[src/rtl/ntt_pkg.sv]
`default_nettype none
// ============================================================================
// Module   : ntt_pkg
// Brief    : Shared constants for the NTT butterfly datapath.
// Revision : 1.0
// ============================================================================
package ntt_pkg;

    localparam int   Q       = 12289;
    localparam int   K       = $clog2(Q);
    localparam int   MU      = (1 << (2 * K)) / Q;
    localparam int   LAT     = 5;
    localparam logic MODE_CT = 1'b0;
    localparam logic MODE_GS = 1'b1;

endpackage
`default_nettype wire

[src/rtl/modmul_barrett.sv]
`default_nettype none
// ============================================================================
// Module   : modmul_barrett
// Brief    : 3-stage pipelined a*b mod Q using Barrett reduction.
// Revision : 1.0
// ============================================================================
module modmul_barrett #(
    parameter int DATA = 14,
    parameter int Q    = 12289
) (
    input  logic            clk,
    input  logic            rst,
    input  logic [DATA-1:0] a,
    input  logic [DATA-1:0] b,
    output logic [DATA-1:0] p_mod
);

    localparam int c_k  = $clog2(Q);
    localparam int c_pw = 2 * DATA;
    localparam int c_tw = c_pw - c_k + 1;
    localparam int c_mw = c_k + 1;
    localparam int c_ew = c_tw + c_mw;
    localparam logic [c_mw-1:0] c_mu   = c_mw'((64'd1 << (2 * c_k)) / 64'(Q));
    localparam logic [c_pw-1:0] c_q_pw = c_pw'(Q);

    logic [c_pw-1:0] r_prod;
    logic [c_pw-1:0] r_prod_d;
    logic [c_tw-1:0] r_qhat;
    logic [DATA-1:0] r_res;

    logic [c_ew-1:0] w_est;
    logic [c_tw-1:0] w_qhat;
    logic [c_pw-1:0] w_r0;
    logic [c_pw-1:0] w_r1;
    logic [DATA-1:0] w_r2;

    // qhat underestimates the true quotient by at most 2, hence two corrections
    assign w_est  = c_ew'(r_prod[c_pw-1:c_k-1]) * c_ew'(c_mu);
    assign w_qhat = c_tw'(w_est >> (c_k + 1));
    assign w_r0   = r_prod_d - (c_pw'(r_qhat) * c_q_pw);
    assign w_r1   = (w_r0 >= c_q_pw) ? (w_r0 - c_q_pw) : w_r0;
    assign w_r2   = DATA'((w_r1 >= c_q_pw) ? (w_r1 - c_q_pw) : w_r1);

    always_ff @(posedge clk or posedge rst) begin
        if (rst) begin
            r_prod   <= '0;
            r_prod_d <= '0;
            r_qhat   <= '0;
            r_res    <= '0;
        end else begin
            r_prod   <= c_pw'(a) * c_pw'(b);
            r_prod_d <= r_prod;
            r_qhat   <= w_qhat;
            r_res    <= w_r2;
        end
    end

    assign p_mod = r_res;

endmodule
`default_nettype wire

[src/rtl/shift_delay.sv]
`default_nettype none
// ============================================================================
// Module   : shift_delay
// Brief    : Parameterised shift-register delay line with asynchronous clear.
// Revision : 1.0
// ============================================================================
module shift_delay #(
    parameter int WIDTH = 1,
    parameter int SHIFT = 3
) (
    input  logic             clk,
    input  logic             rst,
    input  logic [WIDTH-1:0] din,
    output logic [WIDTH-1:0] dout
);

    logic [WIDTH-1:0] r_stage [SHIFT];

    always_ff @(posedge clk or posedge rst) begin
        if (rst) begin
            for (int i = 0; i < SHIFT; i++) begin
                r_stage[i] <= '0;
            end
        end else begin
            r_stage[0] <= din;
            for (int i = 1; i < SHIFT; i++) begin
                r_stage[i] <= r_stage[i-1];
            end
        end
    end

    assign dout = r_stage[SHIFT-1];

endmodule
`default_nettype wire

[src/rtl/ntt_butterfly.sv]
`default_nettype none
// ============================================================================
// Module   : ntt_butterfly
// Brief    : 5-stage radix-2 modular butterfly (CT; GS when NTT_BUTTERFLY_GS_EN).
// Revision : 1.0
// ============================================================================
module ntt_butterfly #(
    parameter int DATA = 14,
    parameter int Q    = ntt_pkg::Q
) (
    input  logic            clk,
    input  logic            reset,
    input  logic            in_valid,
    input  logic            in_mode,
    input  logic [DATA-1:0] in_a,
    input  logic [DATA-1:0] in_b,
    input  logic [DATA-1:0] in_w,
    output logic            out_valid,
    output logic [DATA-1:0] out_x,
    output logic [DATA-1:0] out_y
);

    // S1 and S5 bracket the 3-stage multiplier
    localparam int              c_shift = ntt_pkg::LAT - 2;
    localparam logic [DATA:0]   c_q     = (DATA+1)'(Q);

    function automatic logic [DATA-1:0] mod_add(input logic [DATA-1:0] x, input logic [DATA-1:0] y);
        logic [DATA:0] s;
        s = {1'b0, x} + {1'b0, y};
        if (s >= c_q) s = s - c_q;
        return s[DATA-1:0];
    endfunction

    function automatic logic [DATA-1:0] mod_sub(input logic [DATA-1:0] x, input logic [DATA-1:0] y);
        logic [DATA:0] d;
        d = {1'b0, x} - {1'b0, y};
        if (d[DATA]) d = d + c_q;
        return d[DATA-1:0];
    endfunction

    logic            r1_valid;
    logic [DATA-1:0] r1_keep;
    logic [DATA-1:0] r1_mul;
    logic [DATA-1:0] r1_w;
    logic [DATA-1:0] w_keep;
    logic [DATA-1:0] w_mul;
    logic [DATA-1:0] w_keep4;
    logic [DATA-1:0] w_prod;
    logic            w_valid4;
    logic [DATA-1:0] w_x;
    logic [DATA-1:0] w_y;

`ifdef NTT_BUTTERFLY_GS_EN
    logic r1_mode;
    logic w_mode4;

    always_comb begin
        w_keep = in_a;
        w_mul  = in_b;
        if (in_mode == ntt_pkg::MODE_GS) begin
            w_keep = mod_add(in_a, in_b);
            w_mul  = mod_sub(in_a, in_b);
        end
    end

    always_ff @(posedge clk or posedge reset) begin
        if (reset) r1_mode <= 1'b0;
        else       r1_mode <= in_mode;
    end

    shift_delay #(.WIDTH(1), .SHIFT(c_shift)) u_mode_dly (
        .clk  (clk),
        .rst  (reset),
        .din  (r1_mode),
        .dout (w_mode4)
    );
`else
    logic w_unused_mode;

    assign w_keep        = in_a;
    assign w_mul         = in_b;
    assign w_unused_mode = in_mode;
`endif

    always_ff @(posedge clk or posedge reset) begin
        if (reset) begin
            r1_valid <= 1'b0;
            r1_keep  <= '0;
            r1_mul   <= '0;
            r1_w     <= '0;
        end else begin
            r1_valid <= in_valid;
            r1_keep  <= w_keep;
            r1_mul   <= w_mul;
            r1_w     <= in_w;
        end
    end

    modmul_barrett #(.DATA(DATA), .Q(Q)) u_mul (
        .clk   (clk),
        .rst   (reset),
        .a     (r1_mul),
        .b     (r1_w),
        .p_mod (w_prod)
    );

    shift_delay #(.WIDTH(DATA), .SHIFT(c_shift)) u_keep_dly (
        .clk  (clk),
        .rst  (reset),
        .din  (r1_keep),
        .dout (w_keep4)
    );

    shift_delay #(.WIDTH(1), .SHIFT(c_shift)) u_valid_dly (
        .clk  (clk),
        .rst  (reset),
        .din  (r1_valid),
        .dout (w_valid4)
    );

    always_comb begin
        w_x = mod_add(w_keep4, w_prod);
        w_y = mod_sub(w_keep4, w_prod);
`ifdef NTT_BUTTERFLY_GS_EN
        if (w_mode4 == ntt_pkg::MODE_GS) begin
            w_x = w_keep4;
            w_y = w_prod;
        end
`endif
    end

    always_ff @(posedge clk or posedge reset) begin
        if (reset) begin
            out_valid <= 1'b0;
            out_x     <= '0;
            out_y     <= '0;
        end else begin
            out_valid <= w_valid4;
            if (w_valid4) begin
                out_x <= w_x;
                out_y <= w_y;
            end
        end
    end

endmodule
`default_nettype wire
[config.mk]
export PLATFORM = sky130hd
export DESIGN_NAME = ntt_butterfly
export DESIGN_NICKNAME = d
export VERILOG_FILES = /design/src/rtl/ntt_pkg.sv /design/src/rtl/modmul_barrett.sv /design/src/rtl/shift_delay.sv /design/src/rtl/ntt_butterfly.sv
export SDC_FILE = /design/constraint.sdc
export NUM_CORES = 1
export LEC_CHECK = 0
export BUFFER_PORTS_ARGS = -buffer_cell sky130_fd_sc_hd__buf_2
export CAP_MARGIN = 10
export CORE_MARGIN = 1.5
export CORE_UTILIZATION = 60
export DETAILED_ROUTE_END_ITERATION = 7
export PLACE_DENSITY = 0.75
export SYNTH_ARGS = -nofsm -noshare
export SYNTH_HDL_FRONTEND = slang
export SYNTH_SLANG_ARGS = --single-unit
[constraint.sdc]
create_clock -name clk -period 8.3 [get_ports clk]
set_input_delay 1.66 -clock clk [delete_from_list [all_inputs] [get_ports clk]]
set_output_delay 1.66 -clock clk [all_outputs]
set_load 0.02 [all_outputs]
# Word level (Yosys, flattened, before mapping)

Index checks and enable logic that the tools add are counted.

Add/sub/neg operators: 7
$lt $le $gt $ge: 3
$mul: 3
Multiplexer cells: 4

Operators by type and width:

| operator                                               | count |
|---|---|
| >= comparator 28 x 14 -> 1 bit (second input constant) | 2 |
| 2-to-1 mux 14 bit                                      | 3 |
| multiplier 15 x 15 -> 30 bit (second input constant)   | 1 |
| multiplier 14 x 14 -> 28 bit                           | 1 |
| multiplier 15 x 14 -> 28 bit (second input constant)   | 1 |
| 2-to-1 mux 28 bit                                      | 1 |
| subtractor 14 bit (second input constant)              | 2 |
| subtractor 28 x 14 -> 28 bit (second input constant)   | 1 |
| subtractor 28 bit                                      | 1 |
| adder 14 x 14 -> 15 bit                                | 1 |
| >= comparator 15 x 14 -> 1 bit (second input constant) | 1 |
| subtractor 14 x 14 -> 15 bit                           | 1 |
| adder 14 bit (second input constant)                   | 1 |

Bits of input ports: 46
Output and inout bits: 29
Bits in registers: 202
Logic and storage cells: 34

# Logic depth before layout (Yosys ltp)

Word-level depth: 6
Mapped depth: 30
Depth with buffers taken out: 27

# By module

Synthesis repeated with hierarchy kept, for this count alone.

Cell total of the unflattened synthesis: 2,443
Area total of the unflattened synthesis: 23,181.0 sq um

By module, submodules not included:

| module                    | times used | sequential area each (sq um) | area each (sq um) | cells each |
|---|---|---|---|---|
| modmul_barrett            | 1          | 2,127.0                      | 17,235.3          | 1,863 |
| ntt_butterfly             | 1          | 1,801.7                      | 4,707.0           | 519 |
| shift_delay (u_keep_dly)  | 1          | 1,051.0                      | 1,159.9           | 57 |
| shift_delay (u_valid_dly) | 1          | 75.1                         | 78.8              | 4 |

# Worst setup path after synthesis

No wires, ideal clock.

Path type: register to register
Start: register u_mul.r_qhat[0]
End: register u_mul.r_res[9] (netlist: u_mul.p_mod[9])
Buffers on the path: 2
Setup slack: 987 ps
Arrival time: 7,181 ps
Library setup time: 131 ps
Clock period less this slack: 7,313 ps
Required time: 8,169 ps
Cell stages (with the launch flop): 27
Cell sequence: dfrtp_1 > ha_1 > ha_1 > fa_1 > ha_1 > inv_1 > fa_1 > inv_1 > fa_1 > fa_1 > nand2b_1 > a21oi_1 > xor2_1 > or3_1 > or4b_4 > o311ai_1 > and3b_1 > and4b_1 > buf_4 > clkbuf_1 > xnor2_1 > ha_1 > o221ai_1 > nand4bb_1 > o31ai_4 > mux2i_1 > or3_1

Longest elaborated chain between the ends: 6
Elaborated cells between the ends (all ways): 8
Classes of those cells: add/sub: 3; mul: 1; order compare: 2; mux: 2

Ends and longest elaborated chain:

| item                                                                           | RTL line             | text |
|---|---|---|
| start, declared                                                                | modmul_barrett.sv:28 | `logic [c_tw-1:0] r_qhat;` |
| start signal, assigned                                                         | modmul_barrett.sv:53 | `r_qhat <= w_qhat;` |
| multiplier 15 x 14 -> 28 bit (*)                                               | modmul_barrett.sv:40 | `assign w_r0 = r_prod_d - (c_pw'(r_qhat) * c_q_pw);` |
| subtractor 28 bit (*)                                                          | modmul_barrett.sv:40 |  |
| subtractor 28 x 14 -> 28 bit or >= comparator 28 x 14 -> 1 bit (tied branches) | modmul_barrett.sv:41 | `assign w_r1 = (w_r0 >= c_q_pw) ? (w_r0 - c_q_pw) : w_r0;` |
| 2-to-1 mux 28 bit (*)                                                          | modmul_barrett.sv:41 |  |
| >= comparator 28 x 14 -> 1 bit or subtractor 14 bit (tied branches)            | modmul_barrett.sv:42 | `assign w_r2 = DATA'((w_r1 >= c_q_pw) ? (w_r1 - c_q_pw) : w_r1);` |
| 2-to-1 mux 14 bit (*)                                                          | modmul_barrett.sv:42 |  |
| named net u_mul.w_r2[9]                                                        | modmul_barrett.sv:35 | `logic [DATA-1:0] w_r2;` |
| end signal, assigned                                                           | modmul_barrett.sv:54 | `r_res <= w_r2;` |
| end, declared                                                                  | modmul_barrett.sv:29 | `logic [DATA-1:0] r_res;` |

Mark *: on every way through the listed nets, which the timed path passes. The rest lies on a longest branch.
A chain may end at the register's enable or synchronous reset.

# Worst setup path after layout

Same ends and word-level chain as after synthesis.

==> summary.md <==
| Metric | Value |
|---|---|
| Setup Crit Path Kind | `flop to flop` |
| Vias in the first global route | `roughly 17,000` |
| Worst hold-check path type | `flop to flop` |
| Hold violation total from the final report | `0` |
| Root Buffer | `clkbuf_16` |
| Final period utilization | `93.6%` |
| Worst-Margin Slew | `~1200 ps` |
| EDFF count, synth | `0` |
| # IOs | `between 70 and 80` |
| Post-synth ARST share | `between 90% and 100%` |
| Mapped Nets | `about 3,000` |
| TritonCTS buffer count | `23` |
| Quantity of gates resized following cts | `0` |
| Synth area leaders | `dfrtp_1 (23%), ha_1 (21%), fa_1 (20%), inv_1 (7.0%), nand2_1 (3.6%)` |
| # fillers | `between 2,000 and 3,000` |
| Wire per inst | `between 15 and 20 µm` |
| Post-synth top cells | `inv_1 (413), ha_1 (379), fa_1 (223)` |
| Initial DRC count | `736` |
| Critical path capture point type | `flop` |
| Post-synthesis average cell area | `roughly 9.6 µm²` |
| Fmax | `roughly 0.13 GHz` |
| First-pass GRT wire length | `just under 80,000 µm` |
| Sink Count | `around 200` |
| Count leader, synth | `inv_1` |
| First drt pass iteration count | `5` |
| Maximum fanout along the worst path | `20` |
| Pin count of the biggest net entering global routing | `~130` |
| Clock skew | `roughly 18 ps` |
| Max Cap Viol | `0` |
| Vias per cell | `around 5.6` |
| Total setup buffers inserted after CTS | `0` |
| Storage element area | `5050 µm²` |
| Final ANT Viol Nets | `0` |
| Layout cells sized above 1 | `about 6%` |
| Worst Path Required | `between 8000 and 9000 ps` |
| # diodes | `0` |
| Synthesized instance count | `2,305` |
| Total GRT Usage | `between 20 and 30%` |
| Post-synth top area share | `22.8%` |
| Sequential area share after synthesis | `between 20 and 25%` |
| Row cnt | `70` |
| CTS Hold Bufs | `0` |
| H-tree depth | `1` |
| Yosys cell types | `77` |
| Most used DFF post-synth | `dfrtp_1` |
| Routability cong. | `0.873` |
| Synth Cell Area | `about 22,000 µm²` |
| Hold path start | `u_mul.r_prod[4]` |
| Clock transition at path regs | `60 ps` |
| R2r setup slk | `approximately 530 ps` |
| Die width | `195 µm` |
| Min Tclk post-route | `just under 8000 ps` |
| Clock Path Buffers | `3` |
| Post-DP HPWL | `roughly 37,000 µm` |
| Synth-to-layout area growth | `7.26%` |
| CTS tree | `yes` |
| Result of the run | `complete, no violations` |
| Setup TNS | `0 ps` |
| Yosys reg bits | `about 200` |
| Critical path data arrival time | `just over 8000 ps` |
| Final Routed Wirelength | `roughly 46,000 µm` |
| Initial antenna violation count | `0` |
| Yosys top cell by area | `dfrtp_1` |
| IO buf count | `between 70 and 80` |
| CP startpoint kind | `flop` |
| Via Count | `15,900` |
| RSZ-0062 raised after global routing | `no` |
| Worst setup startpoint | `u_mul.r_qhat[0]` |
| Global route total overflow | `0` |
| Multi-input logic area | `~15,000 µm²` |
| Reg-to-reg startpoint | `u_mul.r_qhat[0]` |
| Relative slew slack | `a little over a fifth` |
| Setup violators final | `0` |
| Synthesis warning total | `0` |
| CORE AREA | `around 37,000 µm²` |
| Slew Viols, Final | `0` |
| Die area | `38,100 µm²` |
| Clk_lat worst skew | `about 540 ps` |
| Initial Util | `60.7%` |
| Die Ht | `195 µm` |
| DR DRC count | `0` |
| Number of nets in the layout | `approximately 3,000` |
-- registers in the layout, indices dropped and copies added (netlist names), 2 cells and up --
register	count
r1_w	14
r1_mul	14
out_x	14
u_keep_dly.r_stage	28
r1_keep	14
u_mul.p_mod	14
u_mul.r_prod_d	28
u_valid_dly.r_stage	2
u_mul.r_prod	28
u_mul.r_qhat	15
out_y	14
u_keep_dly.dout	14
-- cell families (layout without fill, tap and decap cells) --
group | after synthesis | after routing | share of synthesized area (%)
AO/OA/AOI/OAI | 318 | 318 | 9.36
multiplexers | 17 | 17 | 0.829
buffers and inverters | 470 | 534 | 7.99
flip-flops | 202 | 202 | 22.8
adder cells (fa/ha/maj) | 602 | 602 | 41.5
AND/OR/NAND/NOR | 577 | 577 | 12.8
XOR/XNOR | 119 | 119 | 4.70
-- worst max-delay path, cell delays in order, from the launching register on --
cell and delay [ps]:
dfrtp_1 420, ha_1 350, ha_1 200, fa_1 430
ha_1 290, inv_1 50, fa_1 520, inv_1 50
fa_1 490, fa_1 520, nor2b_1 210, o31ai_2 120
a211oi_1 510, o21ai_0 290, a2111oi_0 490, o221ai_1 290
and3b_1 300, and4b_1 240, buf_4 210, xnor2_1 220
ha_1 250, o221ai_1 120, nand4bb_1 320, o31ai_4 260
mux2i_1 100, or3_1 380
-- cell type report --
type | count | area share, %
Multi-Input combinational cell | 1633 | 64.5
Sequential cell | 202 | 21.2
Inverter | 413 | 6.55
Clock buffer | 30 | 2.70
Tap cell | 468 | 2.46
Timing Repair Buffer | 79 | 1.72
Clock inverter | 12 | 0.789
-- final timing paths --
kind / endpoint / cells after the start
max in group asynchronous: u_mul.r_qhat[7] / 3
hold / removal: u_mul.r_prod_d[4] / 0
hold reg to reg: u_mul.r_prod_d[4] / 0
min in group asynchronous: r1_w[2] / 2
setup reg to reg: u_mul.p_mod[9] / 25
setup / recovery: u_mul.p_mod[9] / 25
-- routing by layer --
layer,vias up,wire [µm],GRT usage (%),share of wire [%]
met5,-,0,0,0
met4,0,1350,8.13,2.9
met3,89,1800,2.78,3.9
met2,367,23200,45.8,50
met1,7801,19700,32.4,43
li1,7645,-,-,-
-- layout by cell type (no fill, tap or decap), types with 14 or more instances in the layout --
master / count
inv_1: 412
ha_1: 379
fa_1: 223
nand2_1: 212
dfrtp_1: 202
a21oi_1: 96
nor2_1: 95
and2_1: 89
xnor2_1: 83
buf_2: 73
o21ai_0: 55
xor2_1: 36
nor3_1: 33
a21o_1: 26
o21a_1: 23
nand3_1: 23
clkbuf_16: 23
or3_1: 19
and3_1: 16
nand2b_1: 14
-- metrics by stage --
step / cells / hold WS [ps] / instance area [µm²] / utilization (%) / worst slack (ps)
after global placement: 2795 / 332 / 23000 / 62.9 / 714
final: 2837 / 346 / 23800 / 65.2 / 532
after detailed placement: 2795 / 335 / 23000 / 62.9 / 603
after floorplan: 2305 / 331 / 22200 / - / 987
after CTS: 2837 / 348 / 23800 / 65.2 / 573
after global routing: 2837 / 353 / 23800 / 65.2 / 58.1
Power is not shown: default switching activity piles up to over one toggle a cycle in this logic, so the estimate is an artifact.
